$ cat config.mk
export PLATFORM = sky130hd
export DESIGN_NAME = hamming_byte_encoder_ctrl_flat
export DESIGN_NICKNAME = d
export VERILOG_FILES = /design/src/rtl/hamming_pkg.sv /design/src/rtl/hamming_byte_encoder_ctrl_if.sv /design/src/rtl/hamming_encoder_table.sv /design/src/rtl/hamming_byte_encoder_ctrl.sv /design/src/flat_wrapper.sv
export SDC_FILE = /design/constraint.sdc
export NUM_CORES = 1
export LEC_CHECK = 0
export ABC_AREA = 1
export BUFFER_PORTS_ARGS = -buffer_cell sky130_fd_sc_hd__buf_2
export CAP_MARGIN = 15
export CORE_MARGIN = 5
export CORE_UTILIZATION = 56
export CTS_CLUSTER_SIZE = 14
export DETAILED_ROUTE_END_ITERATION = 10
export PLACE_DENSITY = 0.92
export SLEW_MARGIN = 5
export SYNTH_ARGS = -nofsm -noshare
export SYNTH_HDL_FRONTEND = slang
export SYNTH_SLANG_ARGS = --single-unit
$ cat constraint.sdc
create_clock -name clk -period 2.6 [get_ports clk]
set_input_delay 0.52 -clock clk [delete_from_list [all_inputs] [get_ports clk]]
set_output_delay 0.52 -clock clk [all_outputs]
set_load 0.02 [all_outputs]
$ cat src/rtl/hamming_pkg.sv
`default_nettype none
// ============================================================================
//  Module      : hamming_pkg
//  Description : Shared types and constants for the Hamming byte encoder
//                controller and its codeword lookup table.
//  Revision    : 1.0  initial release
// ============================================================================
package hamming_pkg;

    typedef enum logic [1:0] {
        IDLE    = 2'd0,
        SEND_HI = 2'd1,
        SEND_LO = 2'd2
    } enc_state_t;

    typedef logic [3:0] nibble_t;
    typedef logic [7:0] codeword_t;

    localparam logic SRC_A = 1'b0;
    localparam logic SRC_B = 1'b1;

endpackage
`default_nettype wire

$ cat src/rtl/hamming_byte_encoder_ctrl_if.sv
`default_nettype none
// ============================================================================
//  Module      : hamming_byte_encoder_ctrl_if
//  Description : Byte request channels (A, B) and the codeword output stream.
//                master = byte producers / downstream sink side,
//                slave  = encoder controller side.
//  Revision    : 1.0  initial release
// ============================================================================
interface hamming_byte_encoder_ctrl_if;

    logic [7:0] a_data;
    logic       a_valid;
    logic       a_ready;
    logic [7:0] b_data;
    logic       b_valid;
    logic       b_ready;
    logic [7:0] cw_data;
    logic       cw_valid;
    logic       cw_ready;
    logic       cw_src;
    logic       cw_last;

    modport master (
        output a_data, a_valid, b_data, b_valid, cw_ready,
        input  a_ready, b_ready, cw_data, cw_valid, cw_src, cw_last
    );

    modport slave (
        input  a_data, a_valid, b_data, b_valid, cw_ready,
        output a_ready, b_ready, cw_data, cw_valid, cw_src, cw_last
    );

endinterface
`default_nettype wire

$ cat src/rtl/hamming_encoder_table.sv
`default_nettype none
// ============================================================================
//  Module      : hamming_encoder_table
//  Description : 4-bit to 8-bit extended Hamming (8,4,4) codeword lookup.
//                Codewords are the linear code XORed with a fixed 8'h15
//                pattern, so an all-zero nibble never yields an all-zero line.
//  Revision    : 1.0  initial release
// ============================================================================
module hamming_encoder_table
    import hamming_pkg::*;
(
    input  nibble_t   nibble_i,
    output codeword_t code_o
);

    // Pure combinational table lookup
    always_comb begin
        code_o = 8'h15;
        case (nibble_i)
            4'h0: code_o = 8'h15;
            4'h1: code_o = 8'h02;
            4'h2: code_o = 8'h49;
            4'h3: code_o = 8'h5E;
            4'h4: code_o = 8'h64;
            4'h5: code_o = 8'h73;
            4'h6: code_o = 8'h38;
            4'h7: code_o = 8'h2F;
            4'h8: code_o = 8'hD0;
            4'h9: code_o = 8'hC7;
            4'hA: code_o = 8'h8C;
            4'hB: code_o = 8'h9B;
            4'hC: code_o = 8'hA1;
            4'hD: code_o = 8'hB6;
            4'hE: code_o = 8'hFD;
            4'hF: code_o = 8'hEA;
            default: code_o = 8'h15;
        endcase
    end

endmodule
`default_nettype wire

$ cat src/rtl/hamming_byte_encoder_ctrl.sv
`default_nettype none
// ============================================================================
//  Module      : hamming_byte_encoder_ctrl
//  Description : Round-robin arbiter between two byte requesters feeding one
//                shared Hamming table; each accepted byte leaves as two
//                codewords (high nibble, then low nibble) on a valid/ready
//                stream tagged with source and last flags.
//  Revision    : 1.0  initial release
// ============================================================================
module hamming_byte_encoder_ctrl
    import hamming_pkg::*;
#(
    parameter int COUNT_W = 16
) (
    input  logic                        clk,
    input  logic                        reset,
    hamming_byte_encoder_ctrl_if.slave  bus,
    output logic [COUNT_W-1:0]          cw_count,
    output logic                        busy
);

    enc_state_t          state_q;
    logic                last_grant_q;
    nibble_t             lo_nib_q;
    codeword_t           cw_data_q;
    logic                cw_valid_q;
    logic                cw_src_q;
    logic                cw_last_q;
    logic [COUNT_W-1:0]  count_q;

    logic                w_take_point;
    logic                w_take;
    logic                w_src;
    codeword_t           w_byte;
    nibble_t             w_enc_in;
    codeword_t           w_enc_out;

    // Arbitration and accept decision; reset suppresses any take so no ready
    // leaks out in a cycle whose state is about to be discarded
    always_comb begin
        w_take_point = !reset &&
                       ((state_q == IDLE) || ((state_q == SEND_LO) && bus.cw_ready));
        if (bus.a_valid && bus.b_valid) begin
            w_src = (last_grant_q == SRC_A) ? SRC_B : SRC_A;
        end else if (bus.b_valid) begin
            w_src = SRC_B;
        end else begin
            w_src = SRC_A;
        end
        w_take   = w_take_point && (bus.a_valid || bus.b_valid);
        w_byte   = (w_src == SRC_B) ? bus.b_data : bus.a_data;
        // One shared table: new high nibble on a take, else the latched low one
        w_enc_in = w_take ? w_byte[7:4] : lo_nib_q;
    end

    hamming_encoder_table u_table (
        .nibble_i (w_enc_in),
        .code_o   (w_enc_out)
    );

    // Sequencer: IDLE -> SEND_HI -> SEND_LO, with back-to-back takes from SEND_LO
    always_ff @(posedge clk) begin
        if (reset) begin
            state_q      <= IDLE;
            last_grant_q <= SRC_B;
            lo_nib_q     <= '0;
            cw_data_q    <= '0;
            cw_valid_q   <= 1'b0;
            cw_src_q     <= SRC_A;
            cw_last_q    <= 1'b0;
            count_q      <= '0;
        end else begin
            if (cw_valid_q && bus.cw_ready) begin
                count_q <= count_q + COUNT_W'(1);
            end
            if (w_take) begin
                last_grant_q <= w_src;
                lo_nib_q     <= w_byte[3:0];
                cw_src_q     <= w_src;
                cw_data_q    <= w_enc_out;
                cw_valid_q   <= 1'b1;
                cw_last_q    <= 1'b0;
                state_q      <= SEND_HI;
            end else begin
                case (state_q)
                    SEND_HI: begin
                        if (bus.cw_ready) begin
                            cw_data_q <= w_enc_out;
                            cw_last_q <= 1'b1;
                            state_q   <= SEND_LO;
                        end
                    end
                    SEND_LO: begin
                        if (bus.cw_ready) begin
                            cw_valid_q <= 1'b0;
                            state_q    <= IDLE;
                        end
                    end
                    default: begin
                    end
                endcase
            end
        end
    end

    assign bus.a_ready  = w_take && (w_src == SRC_A);
    assign bus.b_ready  = w_take && (w_src == SRC_B);
    assign bus.cw_data  = cw_data_q;
    assign bus.cw_valid = cw_valid_q;
    assign bus.cw_src   = cw_src_q;
    assign bus.cw_last  = cw_last_q;
    assign cw_count     = count_q;
    assign busy         = (state_q != IDLE);

endmodule
`default_nettype wire

$ cat src/flat_wrapper.sv
// flat-port wrapper written by rule: the top's interface ports become plain ports
module hamming_byte_encoder_ctrl_flat import hamming_pkg::*;
#(
    parameter int COUNT_W = 16
)
  (clk, reset, cw_count, busy, bus_a_data, bus_a_valid, bus_b_data, bus_b_valid, bus_cw_ready, bus_a_ready, bus_b_ready, bus_cw_data, bus_cw_valid, bus_cw_src, bus_cw_last);
  hamming_byte_encoder_ctrl_if bus_i ();
  input  logic clk;
  input  logic reset;
  output logic [COUNT_W-1:0] cw_count;
  output logic busy;
  input wire logic [$bits(bus_i.a_data)-1:0] bus_a_data;
  input wire logic [$bits(bus_i.a_valid)-1:0] bus_a_valid;
  input wire logic [$bits(bus_i.b_data)-1:0] bus_b_data;
  input wire logic [$bits(bus_i.b_valid)-1:0] bus_b_valid;
  input wire logic [$bits(bus_i.cw_ready)-1:0] bus_cw_ready;
  output wire logic [$bits(bus_i.a_ready)-1:0] bus_a_ready;
  output wire logic [$bits(bus_i.b_ready)-1:0] bus_b_ready;
  output wire logic [$bits(bus_i.cw_data)-1:0] bus_cw_data;
  output wire logic [$bits(bus_i.cw_valid)-1:0] bus_cw_valid;
  output wire logic [$bits(bus_i.cw_src)-1:0] bus_cw_src;
  output wire logic [$bits(bus_i.cw_last)-1:0] bus_cw_last;
  assign bus_i.a_data = bus_a_data;
  assign bus_i.a_valid = bus_a_valid;
  assign bus_i.b_data = bus_b_data;
  assign bus_i.b_valid = bus_b_valid;
  assign bus_i.cw_ready = bus_cw_ready;
  assign bus_a_ready = bus_i.a_ready;
  assign bus_b_ready = bus_i.b_ready;
  assign bus_cw_data = bus_i.cw_data;
  assign bus_cw_valid = bus_i.cw_valid;
  assign bus_cw_src = bus_i.cw_src;
  assign bus_cw_last = bus_i.cw_last;
  hamming_byte_encoder_ctrl #(.COUNT_W(COUNT_W)) u_core (.clk(clk), .reset(reset), .bus(bus_i), .cw_count(cw_count), .busy(busy));
endmodule
==> results of run 1 <==
## area by class of cell
class	count	share of cell area [%]
clock inverter	2	2.664
inverter	34	6.215
timing repair buffer	50	11.10
tap	46	2.553
clock buffer	6	2.275
multi-input combinational	179	45.01
sequential	34	30.19
## per-layer routing
metal	vias to the layer above	wire, µm	global-route usage [%]
met5	-	0	0
met4	0	55	7.444
met3	6	326	7.225
met2	54	1806	32.93
met1	733	1691	22.66
li1	903	-	-
## registers in the layout (all words and copies together), names as in the netlist
signal and flops:
u_core.bus.cw_data 8, u_core.bus.cw_last 1, u_core.bus.cw_src 1, u_core.bus.cw_valid 1, u_core.cw_count 16, u_core.last_grant_q 1, u_core.lo_nib_q 4, u_core.state_q 2
## final timing paths
check,cells after the start,slack [ps],from,end
setup / recovery,7,360,u_core.state_q[0]$_SDFFE_PP0P_,bus_a_ready
setup reg to reg,11,940,u_core.state_q[0]$_SDFFE_PP0P_,u_core.bus.cw_data[0]$_SDFFE_PP0P_
hold reg to reg,2,490,u_core.cw_count[5]$_SDFFE_PP0P_,u_core.cw_count[5]$_SDFFE_PP0P_
hold / removal,3,420,bus_a_data[1],u_core.lo_nib_q[1]$_SDFFE_PP0N_
## stage by stage
step | worst slack (ps) | cell area, µm² | instances | util [%]
2_1_floorplan | 831.2 | 1877 | 252 | -
3_5_place_dp | 531.9 | 2143 | 343 | 65.26
3_3_place_gp | 559.9 | 2143 | 343 | 65.26
4_1_cts | 324.0 | 2255 | 351 | 68.65
5_1_grt | 229.3 | 2255 | 351 | 68.65
6_report | 356.4 | 2255 | 351 | 68.65
## power by group
group / leakage [nW] / internal, W / switching (W) / total, W
sequential: 0.278 / 0.000585 / 0.0000425 / 0.000627
combinational: 0.732 / 0.000182 / 0.000351 / 0.000533
clock: 0.0585 / 0.000326 / 0.000185 / 0.000510
total: 1.07 / 0.00109 / 0.000578 / 0.00167
## synthesized netlist by cell type, types with 3 or more instances
| cell type | count |
|---|---|
| nand2_1 | 49 |
| dfxtp_1 | 34 |
| nor2_1 | 31 |
| inv_1 | 26 |
| nand2_2 | 19 |
| nand3_1 | 11 |
| a21oi_1 | 9 |
| o21ai_0 | 8 |
| nand2_4 | 6 |
| nor2_2 | 5 |
| a31oi_1 | 4 |
| ha_1 | 4 |
| inv_2 | 4 |
| nand4_1 | 4 |
| nor2_4 | 4 |
| buf_6 | 3 |
| inv_4 | 3 |
| nand3_2 | 3 |
## cells by family after synthesis
logic type	count (synthesis)
compound gates	33
xor+xnor	2
fa+ha+maj	4
buf+inv	39
flops	34
simple gates	140
## worst register-to-register path, cell delays in order (launching register included)
cell,delay [ps]
dfxtp_1,370
inv_1,70
ha_1,220
nand2_2,100
nand2_4,70
inv_4,70
nor2_8,50
nor2_4,180
inv_4,110
or2_0,210
nand3_1,80
nor2_1,40
==> flow_metrics.tcl, run 1 <==
set metrics [dict create \
    ys_warn_count 0 \
    cts_tree "built" \
    placementRows 21 \
    final_common_cell "buf_2" \
    ant_nets 0 \
    die-height_um 67.89 \
    grt_setup_unrepaired "false" \
    yosysTopAreaCell "dfxtp_1" \
    irDropWorstVdd_uv 357.5 \
    synth_compound_area_share_pct 11.13 \
    cp.required_ps 2080 \
    timing.hold.ws_ps 422.2 \
    die_w_um 67.89 \
    synth_xor_area_share_pct 0.9333 \
    cts.sinks 34 \
    critPathSlowestCell "dfxtp_1" \
    syn_area_mm2 0.001877 \
    ys_ff_latch 34 \
    antenna-diode-count 0 \
    max_slew_margin_pct 75.32 \
    fillers 291 \
    period_minus_slack_ps 2244 \
    fin_tns_setup_ps 0 \
    arrival_ps 1720 \
    drc 0 \
    final_cell_mix "50 x buf_2, 49 x nand2_1, 34 x dfxtp_1" \
    routabilityCongestion 0.8020 \
    p_leak_nw 1.068 \
    synthFlopType "dfxtp_1" \
    area_delta_synth_final_pct 20.13 \
    synth_top_area_share_pct 36.27 \
    grt_max_degree 20 \
    cts_inserted_buffers 5 \
    drive_above_1_share_pct 35.41 \
    path_clk_slew_ps 110 \
    hold_path_class "input port to flip-flop" \
    post-cts-setup-buffers 0 \
    grt_antenna_before_repair 0 \
    critPathTopFamily "flip-flops" \
    multi_input_area_mm2 0.001015 \
    coreArea_mm2 0.003284 \
    dieArea_mm2 0.004609 \
    synthCells 252 \
    outcome "finished, final reports clean" \
    drt_iter0_markers 108 \
    cts-root-buf "clkbuf_4" \
    synth.area.mux_share_pct 0 \
    cp_num_buf_inv 2 \
    syn_area_per_cell_um2 7.448 \
    max_cap_violations 0 \
    synthesis.nets 277 \
    fmax_mhz 445.7 \
    track_usage_pct 19.59 \
    fin_nets 329 \
    htreeDepth 2 \
    ys_seq_area_share_pct 36.27 \
    tightest_slew_ps 366.7 \
    synth.distinct_cells 35 \
    synth_top_family_by_area "simple AND/OR/NAND/NOR gates" \
    finalSetupViolCount 0 \
    path_cells "inv_1 > ha_1 > nand2_2 > nand2_4 > nand2_4 > a21oi_2 > buf_2" \
    critPathMaxStageDelay_ps 340 \
    synth-simple-area-share_pct 39.33 \
    p_per_area_mw_per_mm2 740.8 \
    start_util_pct 57.14 \
    grt_pass1_vias 1648 \
    synth_edf_count 0 \
    postCtsHoldBufs 0 \
    detailed_place_hpwl_um 3021 \
    clock_latency_ps 350 \
    fin_total_pwr_w 0.001670 \
    fin_worst_skew_ps 11.99 \
    drt_wl_total_um 3879 \
    synthAdderAreaFrac_pct 2.667 \
    wl_per_cell_um 11.05 \
    post_cts_resize_count 0 \
    synthArstFlopShare_pct 0 \
    grt_pass1_wl_um 6803 \
    crit_type "flip-flop to output port" \
    drv_slew 0 \
    path_common_cell "nand2_4" \
    crit_path_start_kind "flip-flop" \
    vias 1696 \
    clockBufferDepth 2 \
    grt_overflow 0 \
    period_share_pct 86.29 \
    yosys-top-cells-area "dfxtp_1 36%, nand2_1 9.8%, nand2_2 6.3%" \
    vias_per_cell 4.832 \
    cp_max_fo 10 \
    io_pins 51 \
    port_buffers 50 \
    hold_violations 0 \
    cp-end-kind "output port" \
    seq_area_um2 680.7 \
    drt_first_pass_iters 5 \
]
Power figures use the tool's default switching activity.
==> run 2, diff against run 1 <==
--- a/config.mk
+++ b/config.mk
@@ -12,7 +12,7 @@
 export CORE_UTILIZATION = 56
 export CTS_CLUSTER_SIZE = 14
 export DETAILED_ROUTE_END_ITERATION = 10
-export PLACE_DENSITY = 0.92
+export PLACE_DENSITY = 0.84
 export SLEW_MARGIN = 5
 export SYNTH_ARGS = -nofsm -noshare
 export SYNTH_HDL_FRONTEND = slang
==> run 2 against run 1 <==
Hold slack better by 8.5 ps. Final area is 2.3% lower. Critical path depth is the same. Critical endpoint unchanged. Largest cell class unchanged.
==> flow_metrics.tcl, run 2 (synthesized netlist as in run 1, its figures left out) <==
set metrics [dict create \
    vias_per_cell 4.869 \
    fmax_mhz 436.0 \
    htreeDepth 2 \
    postCtsHoldBufs 0 \
    hp-start "bus_a_data[0]" \
    drt_first_pass_iters 4 \
    crit_start "u_core.state_q[0]$_SDFFE_PP0P_" \
    path_clk_slew_ps 100 \
    p_per_area_mw_per_mm2 670.8 \
    coreArea_mm2 0.003284 \
    cp.required_ps 2080 \
    cp-end-kind "output port" \
    clock_latency_ps 340 \
    fin_tns_setup_ps 0 \
    routabilityCongestion 0.8022 \
    hold_path_class "input port to flip-flop" \
    irDropWorstVdd_uv 374.7 \
    fin_nets 329 \
    crit_type "flip-flop to output port" \
    grt_setup_unrepaired "false" \
    p_leak_nw 1.045 \
    wl_met1_um 1781 \
    grt_max_degree 20 \
    grt_pass1_vias 1578 \
    fin_total_pwr_w 0.001478 \
    dieArea_mm2 0.004609 \
    grt_antenna_before_repair 0 \
    grt_pass1_wl_um 6637 \
    placementRows 21 \
    cts_inserted_buffers 5 \
    die_w_um 67.89 \
    cts_tree "built" \
    post-cts-setup-buffers 0 \
    grt_overflow 0 \
    placed_area_mm2 0.002143 \
    drv_slew 0 \
    outcome "finished, final reports clean" \
    fin_worst_skew_ps 3.709 \
    wl_met3_um 278 \
    largest_reg_flops 16 \
    vias 1709 \
    drive_above_1_share_pct 35.08 \
    hold_violations 0 \
    finalSetupViolCount 0 \
    io_pins 51 \
    max_cap_violations 0 \
    post_cts_resize_count 0 \
    drc 0 \
    area_delta_synth_final_pct 17.40 \
    detailed_place_hpwl_um 3003 \
    drt_wl_total_um 3953 \
    cts.sinks 34 \
    max_slew_margin_pct 75.68 \
    die-height_um 67.89 \
    track_usage_pct 18.84 \
    period_share_pct 88.21 \
    final_util_pct 67.09 \
    cp_max_fo 10 \
    dr.max_layer_used "met4" \
    final_cell_mix "50 x buf_2, 49 x nand2_1, 34 x dfxtp_1" \
    final_cell_area_mm2 0.002203 \
    ant_nets 0 \
    arrival_ps 1770 \
    wl_per_cell_um 11.26 \
    antenna-diode-count 0 \
    port_buffers 50 \
    start_util_pct 57.14 \
    clockBufferDepth 2 \
    tightest_slew_ps 361.4 \
    cts-root-buf "clkbuf_4" \
    rr_startpoint "u_core.state_q[0]$_SDFFE_PP0P_" \
    fillers 282 \
    drt_iter0_markers 100 \
    period_minus_slack_ps 2294 \
    crit_path_start_kind "flip-flop" \
    dr_wl_met2_um 1837 \
    final_common_cell "buf_2" \
]
## run 2: where the power goes
group	leakage, nW	total, W	switching, W	internal (W)
combinational	0.732	0.000541	0.000359	0.000181
sequential	0.278	0.000625	0.0000404	0.000585
clock	0.0353	0.000312	0.000181	0.000131
total	1.05	0.00148	0.000581	0.000897
## run 2: stage by stage
step | worst slack (ps) | hold WS [ps] | cells
finish | 306.4 | 430.7 | 351
floorplan | 831.2 | 460.4 | 252
CTS | 306.1 | 418.2 | 351
global route | 176.6 | 431.2 | 351
global placement | 574.3 | 458.7 | 343
detailed placement | 523.3 | 469.8 | 343
## run 2: critical path: stages, from the launching register on
cell and delay, ps:
dfxtp_1 350, inv_1 90, ha_1 180, nand2_2 90, nand2_4 90, nand2_4 110
a21oi_2 290, buf_2 230
## run 2: layout make-up
class	count	area, µm²	share of cell area, %
multi-input combinational	179	1015	46.05
sequential	34	680.7	30.89
timing repair buffer	50	250.2	11.36
inverter	34	140.1	6.360
tap	46	57.56	2.612
clock buffer	7	55.05	2.499
clock inverter	1	5.005	0.2271
## run 2: routing by layer
layer | up-vias | GRT usage [%]
li1 | 900 | -
met1 | 750 | 22.57
met2 | 54 | 32.08
met3 | 5 | 5.255
met4 | 0 | 6.948
met5 | - | 0
## run 2: path summary, 6_finish.rpt
path	end	slack, ps	cells after the start
max	bus_a_ready	310	7
min	u_core.lo_nib_q[0]$_SDFFE_PP0N_	430	3
max reg2reg	u_core.bus.cw_data[2]$_SDFFE_PP0P_	900	14
min reg2reg	u_core.bus.cw_last$_SDFFE_PP0P_	490	2
==> run 3, diff against run 2 <==
--- a/config.mk
+++ b/config.mk
@@ -12,6 +12,7 @@
 export CORE_UTILIZATION = 56
 export CTS_CLUSTER_SIZE = 14
 export DETAILED_ROUTE_END_ITERATION = 10
+export MAX_ROUTING_LAYER = met4
 export PLACE_DENSITY = 0.84
 export SLEW_MARGIN = 5
 export SYNTH_ARGS = -nofsm -noshare
==> run 3 against run 2 <==
Fmax barely moved. Utilization did not move. Clock power is essentially flat. Die area stayed put. Sequential power hardly changed. Hold slack hardly changed. Power about the same. Sequential cell count unchanged. Via count stayed put. Clock-buffer cell count unchanged. Final area unchanged. Non-clock buffer count did not move.
==> flow_metrics.tcl, run 3 (synthesized netlist as in run 1, its figures left out) <==
set metrics [dict create \
    vias_per_cell 4.869 \
    path_common_cell "nand2_4" \
    drv_slew 0 \
    period_share_pct 88.21 \
    detailed_place_hpwl_um 3003 \
    irDropWorstVdd_uv 374.7 \
    period_minus_slack_ps 2294 \
    p_leak_nw 1.045 \
    drt_iter0_markers 100 \
    cts-root-buf "clkbuf_4" \
    path_cells "inv_1 > ha_1 > nand2_2 > nand2_4 > nand2_4 > a21oi_2 > buf_2" \
    critPathMaxStageDelay_ps 350 \
    grt_pass1_wl_um 6644 \
    area_delta_synth_final_pct 17.40 \
    outcome "finished, final reports clean" \
    coreArea_mm2 0.003284 \
    post_cts_resize_count 0 \
    placementRows 21 \
    fillers 282 \
    clockBufferDepth 2 \
    p_per_area_mw_per_mm2 670.8 \
    critPathSlowestCell "dfxtp_1" \
    htreeDepth 2 \
    cp.required_ps 2080 \
    die-height_um 67.89 \
    die_w_um 67.89 \
    cp-end-kind "output port" \
    pre_cts_ws_ps 523.3 \
    clock_latency_ps 340 \
    cts.sinks 34 \
    postCtsHoldBufs 0 \
    grt_max_degree 20 \
    largest_reg_flops 16 \
    path_clk_slew_ps 100 \
    cts_tree "built" \
    grt_pass1_vias 1577 \
    grt_antenna_before_repair 0 \
    max_slew_margin_pct 75.68 \
    crit_type "flip-flop to output port" \
    post-cts-setup-buffers 0 \
    hold_path_class "input port to flip-flop" \
    antenna-diode-count 0 \
    routabilityCongestion 0.8139 \
    wl_per_cell_um 11.26 \
    drt_first_pass_iters 4 \
    finalSetupViolCount 0 \
    final_cell_mix "50 x buf_2, 49 x nand2_1, 34 x dfxtp_1" \
    fmax_mhz 436.0 \
    setup_slack_ps 306.4 \
    track_usage_pct 19.38 \
    crit_path_start_kind "flip-flop" \
    grt_setup_unrepaired "false" \
    cts_inserted_buffers 5 \
    final_common_cell "buf_2" \
    arrival_ps 1770 \
    start_util_pct 57.14 \
    max_cap_violations 0 \
    grt_overflow 0 \
    ant_nets 0 \
    fin_nets 329 \
    tightest_slew_ps 361.4 \
    io_pins 51 \
    vias 1709 \
    fin_tns_setup_ps 0 \
    port_buffers 50 \
    drive_above_1_share_pct 35.08 \
    drt_wl_total_um 3953 \
    drc 0 \
    fin_worst_skew_ps 3.709 \
    cp_max_fo 10 \
    dieArea_mm2 0.004609 \
    hold_violations 0 \
]
[run 3: cell counts in the layout (fill, tap and decap cells not counted)]
Identical to the previous run, type by type.
[run 3: layout make-up]
| cell class | instances | area (µm²) | area share (%) |
|---|---|---|---|
| clock buffers | 7 | 55.05 | 2.499 |
| clock inverters | 1 | 5.005 | 0.2271 |
| inverters | 34 | 140.1 | 6.360 |
| multi-input cells | 179 | 1015 | 46.05 |
| flip-flops and latches | 34 | 680.7 | 30.89 |
| well taps | 46 | 57.56 | 2.612 |
| repair buffers | 50 | 250.2 | 11.36 |
[run 3: report_power, final]
| group | total [W] | internal [W] | leakage, nW | switching, W |
|---|---|---|---|---|
| Combinational | 0.000541 | 0.000181 | 0.732 | 0.000359 |
| Clock | 0.000312 | 0.000131 | 0.0353 | 0.000181 |
| Sequential | 0.000625 | 0.000585 | 0.278 | 0.0000404 |
| Total | 0.00148 | 0.000897 | 1.05 | 0.000581 |
[run 3: routing by layer]
layer	global-route usage [%]	up-vias	wire, µm
met3	5.090	5	278
met5	-	-	0
met2	32.08	54	1837
met4	6.948	0	55
li1	-	900	-
met1	22.67	750	1782
[run 3: final timing paths]
check / start / end / slack (ps) / depth (start not counted)
hold / removal: bus_a_data[0] / u_core.lo_nib_q[0]$_SDFFE_PP0N_ / 430 / 3
setup reg to reg: u_core.state_q[0]$_SDFFE_PP0P_ / u_core.bus.cw_data[2]$_SDFFE_PP0P_ / 900 / 14
setup / recovery: u_core.state_q[0]$_SDFFE_PP0P_ / bus_a_ready / 310 / 7
hold reg to reg: u_core.bus.cw_last$_SDFFE_PP0P_ / u_core.bus.cw_last$_SDFFE_PP0P_ / 490 / 2
[run 3: through the flow]
| step | std cells | area (µm²) | hold WS, ps | util (%) | power, W |
|---|---|---|---|---|---|
| finish | 351 | 2203 | 430.7 | 67.09 | 0.001478 |
| global route | 351 | 2203 | 431.2 | 67.09 | 0.001572 |
| CTS | 351 | 2203 | 418.2 | 67.09 | 0.001488 |
| detailed placement | 343 | 2143 | 469.8 | 65.26 | 0.001173 |
| global placement | 343 | 2143 | 458.7 | 65.26 | 0.001163 |
| floorplan | 252 | 1877 | 460.4 | - | 0.001055 |
[run 3: critical path, delay by kind of cell, from the launching register on]
kind	cells	cell delay, ps
buffers and inverters	2	320
AOI/OAI and AO/OA	1	290
adders and majority gates	1	180
DFF	1	350
and+or+nand+nor	3	290
